File: config.mk
export PLATFORM = sky130hd
export DESIGN_NAME = pipe_align_delay
export DESIGN_NICKNAME = d
export VERILOG_FILES = /design/src/rtl/pipe_align_delay.sv
export SDC_FILE = /design/constraint.sdc
export NUM_CORES = 1
export LEC_CHECK = 0
export ABC_AREA = 1
export CAP_MARGIN = 25
export CORE_MARGIN = 3
export CORE_UTILIZATION = 45
export DETAILED_ROUTE_END_ITERATION = 10
export GPL_TIMING_DRIVEN = 0
export PLACE_DENSITY = 0.61
export SLEW_MARGIN = 20
export SYNTH_ARGS = -nofsm -noshare
export SYNTH_HDL_FRONTEND = slang
export SYNTH_SLANG_ARGS = --single-unit
File: constraint.sdc
create_clock -name clk -period 2.3 [get_ports clk]
set_input_delay 0.575 -clock clk [delete_from_list [all_inputs] [get_ports clk]]
set_output_delay 0.575 -clock clk [all_outputs]
set_load 0.05 [all_outputs]
File: src/rtl/pipe_align_delay.sv
// Sideband delay line that keeps per-operand side fields aligned with a
// DEPTH-stage arithmetic pipeline. It supports stall, flush and occupancy tracking.
module pipe_align_delay #(
    parameter int unsigned WIDTH    = 8,
    parameter int unsigned CHANNELS = 4,
    parameter int unsigned DEPTH    = 7,
    localparam int unsigned DW      = CHANNELS * WIDTH,
    localparam int unsigned OCC_W   = $clog2(DEPTH + 1)
) (
    input  logic             clk,
    input  logic             clear_n,
    input  logic             in_valid,
    input  logic [DW-1:0]    in_data,
    input  logic             stall,
    input  logic             flush,
    output logic             out_valid,
    output logic [DW-1:0]    out_data,
    output logic [OCC_W-1:0] occupancy
);

    // Index 0 holds stage 1 and index DEPTH-1 holds stage DEPTH.
    logic [DEPTH-1:0] v_q;
    logic [DW-1:0]    d_q [DEPTH];
    logic [OCC_W-1:0] occ_d;

    // Stage valid bits: flush beats stall, and stall freezes everything.
    always_ff @(posedge clk or negedge clear_n) begin
        if (!clear_n) begin
            v_q <= '0;
        end else if (flush) begin
            v_q <= '0;
        end else if (!stall) begin
            v_q[0] <= in_valid;
            for (int unsigned k = 1; k < DEPTH; k++) begin
                v_q[k] <= v_q[k-1];
            end
        end
    end

    // Data stages load on every advance; validity is carried only by v_q.
    always_ff @(posedge clk or negedge clear_n) begin
        if (!clear_n) begin
            for (int unsigned k = 0; k < DEPTH; k++) begin
                d_q[k] <= '0;
            end
        end else if (!stall && !flush) begin
            d_q[0] <= in_data;
            for (int unsigned k = 1; k < DEPTH; k++) begin
                d_q[k] <= d_q[k-1];
            end
        end
    end

    // Occupancy next-state: an entry enters at stage 1 and leaves from stage DEPTH.
    always_comb begin
        occ_d = occupancy;
        if (flush) begin
            occ_d = '0;
        end else if (!stall) begin
            occ_d = occupancy + OCC_W'(in_valid) - OCC_W'(v_q[DEPTH-1]);
        end
    end

    // Occupancy register.
    always_ff @(posedge clk or negedge clear_n) begin
        if (!clear_n) begin
            occupancy <= '0;
        end else begin
            occupancy <= occ_d;
        end
    end

    // Output mask taken straight from stage DEPTH; it has no path from the inputs.
    assign out_valid = v_q[DEPTH-1];
    assign out_data  = v_q[DEPTH-1] ? d_q[DEPTH-1] : '0;

    // The counter must always match the number of live stages.
    a_occ_popcount: assert property (@(posedge clk) disable iff (!clear_n)
        occupancy == OCC_W'($countones(v_q)));

    a_occ_bound: assert property (@(posedge clk) disable iff (!clear_n)
        occupancy <= OCC_W'(DEPTH));

endmodule
==> impl_metrics.ini, run 1 <==
[worst_hold_path]
hold_path_class = reg2reg

[setup_path]
crit_path_end_kind = primary output
crit_family = buffers and inverters
worstPathRequired_ns = 1.73
cp_max_fo = 2
startpoint_type = flop
cp_cell_sequence = clkdlybuf4s50_1
critPathArrivalTime_ns = 1.64
critPathKind = reg2out
worst-path-buf-inv = 1
critical_path.slowest_cell = clkdlybuf4s50_1
cpPeakStageDelay_ns = 0.80

[pwr]
switching_power_mw = 2.472
swShare = 0.2485
p_total_mw = 9.945
combPwrFrac = 0.100
p_int_mw = 7.473
clkPwrFrac = 0.375
vdd_drop_max_uv = 500.4
leakage_nw = 6.332
pwr_density_cell_nw_per_um2 = 905.0
seqPwrFrac = 0.525

[clock_network]
root_buffer = clkbuf_16
insertion_delay_ns = 0.50
cts_tree = yes
cts_max_level = 1
cts.sinks = 234
clk_pin_slew_ns = 0.06
cts_buffer_depth = 3
numCtsBuffers = 24

[synthesis]
synth_commonest_cells = nand2_1 (706), dfrtp_1 (234), inv_1 (47)
synth_most_common_cell = nand2_1
synthDistinctLibCells = 15
yosysSeqAreaShare = 0.6393
syn_nets = 1102
syn-instance-count = 1062
syn-cell-area_um2 = 9159
synth_top_cell_area_share = 0.6393
synth.avg_cell_area_um2 = 8.624
synth_top_flop_cell = dfrtp_1
synth-seq-cells = 234
synth-edff-count = 0
async_flop_share = 1.000
yosys.area.top_type = dfrtp_1
synth_area_leaders = dfrtp_1 (64%), nand2_1 (29%), inv_1 (1.9%)
synth_warnings = 0

[route]
drc = 0
viasPerCell = 4.315
ant_nets = 0
drt_iter0_markers = 437
routed_wirelength_um = 16490
dr.pass1.iters = 4
wl_per_cell_um = 11.41
via_count = 6239

[timing]
setup_viol = 0
hold_ws_ns = 0.4685
hold_viol_final = 0
finalMaxSlewViolations = 0
rsz0062_at_grt = no
skew_ns = 0.008529
fin_crit_sh = 0.9642
fmax_mhz = 450.9
setup_ws_ns = 0.08229
slew_headroom = 0.6472
tightest_slew_ns = 0.5292
fin_crit_ns = 2.218
tns_ns = 0

[cells_and_area]
nNetsFinal = 1204
antenna_cells = 0
drive_gt1_frac = 0.1050
utilization = 0.5573
finalNonFillerCells = 1446
fin_area_um2 = 10990
area_delta_synth_final_pct = 19.99

[global_routing]
grt_pass1_vias = 6295
grt_antenna_before_repair = 0
grt_usage = 0.1573
grt-ovfl-total = 0
grt_start_max_net_pins = 95
grt_pass1_wl_um = 29390

[place]
place_area_um2 = 10270
place_inst = 1401
dp_hpwl_um = 11430
port_buffers = 72
gp_congestion = 0.6881
post-place-ws_ns = -0.4338

[die]
start_util = 0.4645
die_area_um2 = 22100
io_pins = 73
die_y_um = 148.7
rows = 51
core_area_um2 = 19720
die_w_um = 148.7

[outcome]
status = finished clean

[flow_run]
max-cap-violations = 0
## cell families after synthesis
group,share of synthesized area
AND/OR/NAND/NOR,0.2919
flip-flops,0.6393
buffers and inverters,0.05587
AO/OA/AOI/OAI,0.007924
adder cells (fa/ha/maj),0.004918
## flip-flops by register name, summed over array words and instances (netlist names)
name	flops
d_q	224
v_q	7
occupancy	3
## per-layer routing
metal,routed length [um],vias to the layer above,GRT usage
li1,-,3376,-
met1,8134,2742,0.2229
met2,7370,93,0.2582
met3,667,28,0.02377
met4,320,0,0.03834
met5,0,-,0
## cell type report
cell class | count | area (um^2)
Clock inverter | 7 | 62.56
Fill cell | 1886 | 8728
Timing Repair Buffer | 76 | 714.4
Clock buffer | 36 | 706.9
Sequential cell | 234 | 5856
Multi-Input combinational cell | 726 | 2791
Inverter | 48 | 180.2
Tap cell | 265 | 331.6
Buffer | 54 | 346.6
## power by group through the flow
stage	Combinational, mW	Clock, mW	Sequential, mW
5_1_grt	1.20	4.02	5.31
6_report	0.991	3.73	5.22
2_1_floorplan	0.694	0	5.19
4_1_cts	1.03	3.85	5.22
3_3_place_gp	0.966	0	5.28
3_5_place_dp	1.02	0	5.29
## timing repair
item / 4_1_cts / 5_1_grt
resized for setup: 186 / 10
hold endpoints to repair: 2 / 0
setup endpoints to repair: 35 / 30
setup buffers: 0 / 1
pin swaps: 0 / 0
hold buffers: 1 / 0
## cell usage in the layout (no fill, tap or decap)
cell / netlist / routed
o21ai_0: 7 / 7
inv_1: 47 / 47
dlygate4sd3_1: 0 / 1
clkinv_2: 0 / 5
nor2_2: 1 / 1
inv_2: 1 / 1
clkdlybuf4s15_2: 0 / 2
clkbuf_16: 0 / 25
bufinv_16: 0 / 1
buf_16: 0 / 2
clkdlybuf4s50_1: 0 / 36
buf_2: 34 / 37
dfrtp_1: 234 / 234
clkbuf_1: 8 / 11
buf_6: 11 / 11
ha_1: 2 / 2
clkbuf_4: 0 / 10
nand3b_1: 1 / 1
buf_8: 0 / 1
nand2_1: 706 / 706
clkinvlp_4: 0 / 1
clkbuf_8: 0 / 4
o22ai_1: 6 / 6
nand3_1: 2 / 2
dlygate4sd2_1: 0 / 3
buf_4: 1 / 23
fa_1: 1 / 1
## worst paths after layout
kind,cells past startpoint,end,slack (ns),startpoint
max,1,occupancy[0],0.08,occupancy[0]$_DFFE_PN0P_
min,2,d_q[170]$_DFFE_PN0P_,0.47,d_q[170]$_DFFE_PN0P_
max reg2reg,11,occupancy[2]$_DFFE_PN0P_,0.46,v_q[6]$_DFFE_PN0P_
min reg2reg,2,d_q[170]$_DFFE_PN0P_,0.47,d_q[170]$_DFFE_PN0P_
max in group asynchronous,3,d_q[34]$_DFFE_PN0P_,0.91,clear_n
min in group asynchronous,2,occupancy[0]$_DFFE_PN0P_,0.59,clear_n
Note: power is estimated with default switching activity, not from simulation.
==> run 2: changes to the inputs <==
Settings changed: ABC_CLOCK_PERIOD_IN_PS from default to 2300, GPL_TIMING_DRIVEN 0 to default.
==> run 2 against run 1 <==
  * Total power up 2.0%
  * Die area unchanged
  * Wire length down 3.5%
  * Critical endpoint unchanged
  * Worst setup slack worse by 0.010 ns
  * Critical path depth unchanged
  * Flip-flop and latch count unchanged
  * Cell count down 2.8%
  * Count of clock-buffer cells in the layout down 4
  * Clock power up 5.9%
  * Clock skew down 0.0022 ns
  * Non-clock buffer count down 41
  * Design area up 3.2%
==> impl_metrics.ini, run 2 (synthesized netlist as in run 1, its figures left out) <==
[route]
dr.pass1.iters = 4
routed_wirelength_um = 15920
wl_per_cell_um = 11.33
met1_length_um = 8372
met2_length_um = 6652
top_layer_used = met4
wl_met3_um = 623
ant_nets = 0
drc = 0
via_count = 6158
viasPerCell = 4.380
drt_iter0_markers = 317

[setup_path]
critPathArrivalTime_ns = 1.65
crit_path_end_kind = primary output
critPathKind = reg2out
crit_family = buffers and inverters
worstPathRequired_ns = 1.73
reg2regPathDepth = 10
worst-path-buf-inv = 1
r2r_slack_ns = 0.56
r2r_end = occupancy[2]$_DFFE_PN0P_
critical_path.slowest_cell = clkdlybuf4s50_1
cp_cell_sequence = clkdlybuf4s50_1
cpPeakStageDelay_ns = 0.80
startpoint_type = flop
timing.rr.start = v_q[6]$_DFFE_PN0P_
cp_max_fo = 2

[clock_network]
cts_tree = yes
cts_max_level = 1
hold_buffers = 0
clk_pin_slew_ns = 0.06
cts.sinks = 234
numCtsBuffers = 24
cts_setup_buffers = 0
cts_buffer_depth = 3
root_buffer = clkbuf_16
insertion_delay_ns = 0.51

[timing]
hold_viol_final = 0
setup_ws_ns = 0.07185
tns_ns = 0
fin_crit_ns = 2.228
fin_crit_sh = 0.9688
skew_ns = 0.006308
slew_headroom = 0.6583
finalMaxSlewViolations = 0
rsz0062_at_grt = no
tightest_slew_ns = 0.5126
setup_viol = 0
fmax_mhz = 448.8

[place]
post-place-ws_ns = 0.2292
port_buffers = 72
place_area_um2 = 10500
dp_hpwl_um = 9928
gp_congestion = 0.7267

[global_routing]
grt-ovfl-total = 0
grt_pass1_wl_um = 28520
grt_start_max_net_pins = 91
grt_usage = 0.1504
grt_pass1_vias = 6086
grt_antenna_before_repair = 0

[pwr]
vdd_drop_max_uv = 547.9
pwr_density_cell_nw_per_um2 = 894.4
p_total_mw = 10.14
leakage_nw = 6.334

[die]
die_y_um = 148.7
die_w_um = 148.7
die_area_um2 = 22100
rows = 51
core_area_um2 = 19720
start_util = 0.4645
io_pins = 73

[cells_and_area]
n_fill_cell = 1796
fin_area_um2 = 11340
drive_gt1_frac = 0.08414
largest_register = d_q
nNetsFinal = 1163
layout_common_cells = nand2_1 (706), dfrtp_1 (234), inv_1 (47)
layout_commonest_cell = nand2_1
antenna_cells = 0
reg_top3 = d_q x224, v_q x7, occupancy x3
area_delta_synth_final_pct = 23.78
largest_reg_flops = 224

[flow_run]
max-cap-violations = 0

[worst_hold_path]
hold_path_class = in2async

[outcome]
status = finished clean
## run 2: metal layers
layer | track usage | vias to the layer above
li1 | - | 3283
met1 | 0.2205 | 2761
met2 | 0.2355 | 92
met3 | 0.02468 | 22
met4 | 0.04018 | 0
met5 | 0 | -
## run 2: stage by stage
stage / hold WS, ns / instances / utilization
floorplan: 0.2794 / 1062 / -
global route: 0.03146 / 1406 / 0.5750
global placement: 0.4529 / 1362 / 0.5326
finish: 0.01097 / 1406 / 0.5750
CTS: 0.01665 / 1406 / 0.5748
detailed placement: 0.4567 / 1362 / 0.5326
## run 2: worst reg2reg max path: stages, from the launching register on
cell and delay (ns):
dfrtp_1 0.41, ha_1 0.31, inv_1 0.06, ha_1 0.13
inv_1 0.05, fa_1 0.39, inv_1 0.09, nand2_1 0.06
nand3_1 0.06, nand3_1 0.07, nand2_1 0.06
## run 2: layout make-up
class / count / area, um^2 / area share
Inverter: 48 / 185.2 / 0.01633
Sequential cell: 234 / 5856 / 0.5165
Tap cell: 265 / 331.6 / 0.02925
Clock inverter: 12 / 121.4 / 0.01071
Clock buffer: 32 / 711.9 / 0.06280
Multi-Input combinational cell: 726 / 2796 / 0.2467
Timing Repair Buffer: 89 / 1335 / 0.1178
## run 2: where the power goes
| group | internal [mW] | switching, mW |
|---|---|---|
| Clock | 2.40 | 1.55 |
| Combinational | 0.403 | 0.581 |
| Sequential | 4.83 | 0.373 |
| Total | 7.64 | 2.50 |
## run 2: how the worst max path moves through the flow
stage	slack, ns	endpoint	cells after the start	from
final	0.07	occupancy[0]	1	occupancy[0]$_DFFE_PN0P_
after detailed placement	0.23	occupancy[2]$_DFFE_PN0P_	8	in_valid
after global placement	0.26	occupancy[2]$_DFFE_PN0P_	8	in_valid
after global routing	0.02	occupancy[0]	1	occupancy[0]$_DFFE_PN0P_
after floorplan	0.20	out_data[0]	4	v_q[6]$_DFFE_PN0P_
after CTS	0.04	occupancy[0]	1	occupancy[0]$_DFFE_PN0P_
## run 2: timing repair
action / in CTS / in global routing
setup endpoints to repair: 2 / 15
gates resized for setup: 2 / 1
pin swaps: 0 / 0
hold endpoints to repair: 0 / 0
==> run 3: changes to the inputs <==
Settings changed: SKIP_LAST_GASP from default to 1.
==> results of run 3 <==
The final DEF is identical to that of run 2; final timing and power are the same.
